## src/rtl/float_intm.sv

```systemverilog
// IEEE-754 single to 16-bit unsigned integer converter.
// Truncates toward zero and saturates out-of-range inputs with an error flag.
module float_intm (
  input  logic        clk_sys,
  input  logic        rst_sys_n,
  input  logic        start_trig,
  input  logic [31:0] data_float,
  output logic [15:0] result_int,
  output logic        done,
  output logic        err,
  output logic        busy
);

  localparam int unsigned FW = 32;
  localparam int unsigned MW = 24;
  localparam int unsigned CW = 5;
  localparam int unsigned RW = 16;

  typedef enum logic [1:0] {S_IDLE, S_LOAD, S_SHIFT, S_DONE} state_t;

  state_t          state_q, state_d;
  logic [FW-1:0]   data_q, data_d;
  logic [MW-1:0]   mag_q, mag_d;
  logic [CW-1:0]   cnt_q, cnt_d;
  logic            err_pend_q, err_pend_d;
  logic [RW-1:0]   result_q, result_d;
  logic            done_q, done_d;
  logic            err_q, err_d;
  logic            busy_q, busy_d;

  logic            sgn;
  logic [7:0]      expo;
  logic [22:0]     mant;

  assign sgn  = data_q[31];
  assign expo = data_q[30:23];
  assign mant = data_q[22:0];

  // State and output registers
  always_ff @(posedge clk_sys) begin
    if (!rst_sys_n) begin
      state_q    <= S_IDLE;
      data_q     <= '0;
      mag_q      <= '0;
      cnt_q      <= '0;
      err_pend_q <= 1'b0;
      result_q   <= '0;
      done_q     <= 1'b0;
      err_q      <= 1'b0;
      busy_q     <= 1'b0;
    end else begin
      state_q    <= state_d;
      data_q     <= data_d;
      mag_q      <= mag_d;
      cnt_q      <= cnt_d;
      err_pend_q <= err_pend_d;
      result_q   <= result_d;
      done_q     <= done_d;
      err_q      <= err_d;
      busy_q     <= busy_d;
    end
  end

  // Next-state logic; fixed results are parked in mag_q so DONE has one source
  always_comb begin
    state_d    = state_q;
    data_d     = data_q;
    mag_d      = mag_q;
    cnt_d      = cnt_q;
    err_pend_d = err_pend_q;
    result_d   = result_q;
    err_d      = err_q;
    done_d     = 1'b0;

    unique case (state_q)
      S_IDLE: begin
        if (start_trig) begin
          data_d  = data_float;
          state_d = S_LOAD;
        end
      end
      S_LOAD: begin
        state_d = S_DONE;
        mag_d   = '0;
        if (expo == 8'hFF) begin
          mag_d      = sgn ? MW'(0) : MW'(16'hFFFF);
          err_pend_d = 1'b1;
        end else if (expo == 8'd0 || expo < 8'd127) begin
          err_pend_d = 1'b0;
        end else if (sgn) begin
          err_pend_d = 1'b1;
        end else if (expo >= 8'd143) begin
          mag_d      = MW'(16'hFFFF);
          err_pend_d = 1'b1;
        end else begin
          mag_d      = {1'b1, mant};
          cnt_d      = CW'(8'd150 - expo);
          err_pend_d = 1'b0;
          state_d    = S_SHIFT;
        end
      end
      S_SHIFT: begin
        mag_d = mag_q >> 1;
        cnt_d = cnt_q - CW'(1);
        if (cnt_q == CW'(1)) state_d = S_DONE;
      end
      S_DONE: begin
        result_d = mag_q[RW-1:0];
        err_d    = err_pend_q;
        done_d   = 1'b1;
        state_d  = S_IDLE;
      end
      default: state_d = S_IDLE;
    endcase

    busy_d = (state_d != S_IDLE);
  end

  assign result_int = result_q;
  assign done       = done_q;
  assign err        = err_q;
  assign busy       = busy_q;

endmodule

```

## config.mk

```make
export PLATFORM = sky130hd
export DESIGN_NAME = float_intm
export DESIGN_NICKNAME = d
export VERILOG_FILES = /design/src/rtl/float_intm.sv
export SDC_FILE = /design/constraint.sdc
export NUM_CORES = 1
export LEC_CHECK = 0
export ABC_AREA = 1
export CAP_MARGIN = 25
export CORE_MARGIN = 3
export CORE_UTILIZATION = 49
export DETAILED_ROUTE_END_ITERATION = 10
export PLACE_DENSITY_LB_ADDON = 0.25
export SYNTH_ARGS = -nofsm -noshare
export SYNTH_HDL_FRONTEND = slang
export SYNTH_SLANG_ARGS = --single-unit
```

## constraint.sdc

```tcl
create_clock -name clk_sys -period 1.6 [get_ports clk_sys]
set_input_delay 0.32 -clock clk_sys [delete_from_list [all_inputs] [get_ports clk_sys]]
set_output_delay 0.32 -clock clk_sys [all_outputs]
set_load 0.1 [all_outputs]
```

==> results.yml <==
status:
  outcome: "finished clean"
logic_synthesis:
  synth.top_cell.area_share_pct: 45.45
  synth_edf_count: 0
  seq_area_frac_synth_pct: 45.45
  yosys_warnings: 0
  yosys_register_bits: 83
  synth.distinct_cells: 31
  postSynthCellCount: 473
  async_flop_share_pct: 0
  synthTopCellsByArea: "dfxtp_1 (45%), o21ai_0 (11%), nor2_1 (10%), a21oi_1 (5.5%), nand2_1 (4.4%)"
  syn_area_um2: 3656
  post-synth-top-count-cell: "nor2_1"
  synth_ff_type: "dfxtp_1"
  synth.top_cells.by_count: "nor2_1 (99), dfxtp_1 (83), o21ai_0 (83)"
  post-synth-top-area-cell: "dfxtp_1"
  synth_nets: 518
  avgSynthCellArea_um2: 7.729
finish:
  layout-drive-gt1-share_pct: 19.48
  syn_to_final_growth_pct: 33.98
  finish.utilization_pct: 69.79
  register_area_um2: 1662
  design_area_um2: 4898
  n_fill_cell: 572
  diodes: 0
  final_nets: 579
  multi_input_area_um2: 1804
  layout.cells.non_filler: 635
sta:
  finalCritPeriodShare_pct: 94.07
  rsz0062_at_grt: "false"
  skew_ns: 0.005256
  worst_pin_slew_ns: 0.3118
  fin_ws_ns: 0.09495
  layout_min_cycle_time_ns: 1.505
  setup_viol: 0
  finalMaxSlewViolations: 0
  fmax_mhz: 664.4
  relSlewSlack_pct: 79.09
  hold_viol_final: 0
  whs_ns: 0.3480
hold_path:
  min_path_type: "input pin to register"
grt:
  grt_max_degree: 34
  grt-ovfl-total: 0
  grt_pass1_wl_um: 13770
  track_usage_pct: 20.17
  grt_pass1_vias: 2971
  antenna_found_initial: 0
critical_path:
  cp.arrival_ns: 1.75
  worst-path-buf-inv: 3
  critPathSlowestCell: "dfxtp_1"
  cp_top_family: "buffers and inverters"
  start_kind: "register"
  path_common_cell: "inv_1"
  slowest_delay_ns: 0.32
  cp_cell_sequence: "inv_1 > ha_2 > inv_1 > and3_4 > buf_12 > o21ai_2 > a21oi_2"
  path_max_fanout: 10
  required_ns: 1.85
  critPathKind: "register to register"
  end_kind: "register"
pwr:
  leakagePower_nw: 1.968
  ir_drop_mv: 0.7257
  power_density_nw_per_um2: 1851
clock_tree:
  h-tree-depth: 3
  worstSkewPairLatency_ns: 0.36
  cts-buffers-inserted: 9
  clkSlewWorstSetupHoldPaths_ns: 0.08
  cts_sinks: 83
  root_buffer: "clkbuf_8"
  cts_max_path_buffers: 2
  cts_tree: "built"
placed_design:
  dp_slack_ns: -0.02364
  gp_congestion: 0.8674
  dpl_cell_area_um2: 4627
  placedCellCount: 617
  dp_hpwl_um: 5866
  io_buffer_count: 53
floorplanning:
  design.die.area_um2: 8534
  dieHeight_um: 92.38
  ios: 54
  row_count: 30
  core_area_um2: 7019
  start_util_pct: 52.09
  die_w_um: 92.38
route:
  drcViolationCount: 0
  wl_um: 8123
  ant_nets: 0
  dr.pass1.iters: 4
  drt_iter0_drc: 185
  wire_per_inst_um: 12.79
  vias: 3285
  vias_per_cell: 5.173
job:
  maxCapViolCount: 0
==> cells in the final DEF (no fill, tap or decap), types with 2 or more instances in the layout <==
master | synthesis | layout
nor2_1 | 99 | 99
o21ai_0 | 83 | 83
dfxtp_1 | 83 | 83
nand2_1 | 43 | 43
a21oi_1 | 40 | 40
clkdlybuf4s50_1 | 0 | 33
buf_12 | 1 | 27
buf_4 | 1 | 19
inv_1 | 16 | 16
nand3_1 | 15 | 14
o21ai_2 | 10 | 10
a21oi_2 | 10 | 10
clkbuf_8 | 0 | 10
nand4_1 | 9 | 9
ha_1 | 10 | 6
nand2_2 | 4 | 4
clkinvlp_4 | 0 | 3
nand3_2 | 2 | 3
inv_2 | 2 | 2
nor2_4 | 2 | 2
nand2_4 | 2 | 2
clkinv_1 | 3 | 2
xnor2_1 | 2 | 2
ha_4 | 0 | 2
ha_2 | 0 | 2
clkinv_4 | 0 | 2
==> final timing paths <==
check | endpoint | slack [ns] | start | cells past startpoint
hold reg to reg | mag_q[23] | 0.48 | mag_q[23] | 2
setup / recovery | mag_q[12] | 0.09 | state_q[0] | 7
hold / removal | data_q[21] | 0.35 | rst_sys_n | 3
setup reg to reg | mag_q[12] | 0.09 | state_q[0] | 7
==> report_power, final <==
group	total (mW)	internal, mW	switching, mW
Combinational	4.37	1.74	2.63
Clock	1.57	0.779	0.788
Sequential	3.13	2.67	0.460
Total	9.07	5.19	3.88
==> metrics by stage <==
| stage | TNS (ns) | power (mW) |
|---|---|---|
| floorplan | 0 | 5.980 |
| global placement | 0 | 7.306 |
| detailed placement | -0.2397 | 7.423 |
| CTS | 0 | 9.012 |
| global route | 0 | 9.669 |
| finish | 0 | 9.069 |
==> layer usage <==
metal / up-vias / global-route usage, % / wire (um)
met5: - / 0 / 0
met3: 15 / 4.387 / 386
met1: 1481 / 27.30 / 3900
li1: 1707 / - / -
met4: 0 / 10.15 / 185
met2: 82 / 30.21 / 3650
==> flip-flops by register name, indices dropped and copies added (netlist names) <==
signal	flops
busy	1
err_pend_q	1
result_int	16
mag_q	24
err	1
data_q	32
cnt_q	5
state_q	2
done	1
==> cell type report <==
| type | count | area share [%] |
|---|---|---|
| sequential | 83 | 33.92 |
| clock buffer | 10 | 2.810 |
| tap | 96 | 2.452 |
| multi-input combinational | 339 | 36.83 |
| inverter | 21 | 1.686 |
| clock inverter | 6 | 1.507 |
| timing repair buffer | 80 | 20.79 |
==> tightest hold or removal path: cells and delay by family <==
kind,cells,cell delay (ns)
buf+inv,1,0.20
simple gates,1,0.04
compound gates,1,0.11
==> what timing repair did <==
item                                    4_1_cts  5_1_grt
setup buffers                                 0        2
endpoints found under the setup margin        0       29
resized for setup                             0        8
hold buffers                                  0        0
==> cell families (layout without fill, tap and decap cells) <==
logic type                 Yosys count  after routing  share of synthesized area (%)
and+or+nand+nor                    181            181                          21.97
AOI/OAI and AO/OA                  144            144                          21.83
DFF                                 83             83                          45.45
buffers and inverters               51            117                          6.331
adders and majority gates           10             10                          3.422
xor gates and xnor gates             3              3                         0.7188
muxes                                1              1                         0.2738
No activity file was read; power rests on OpenSTA's default activity.
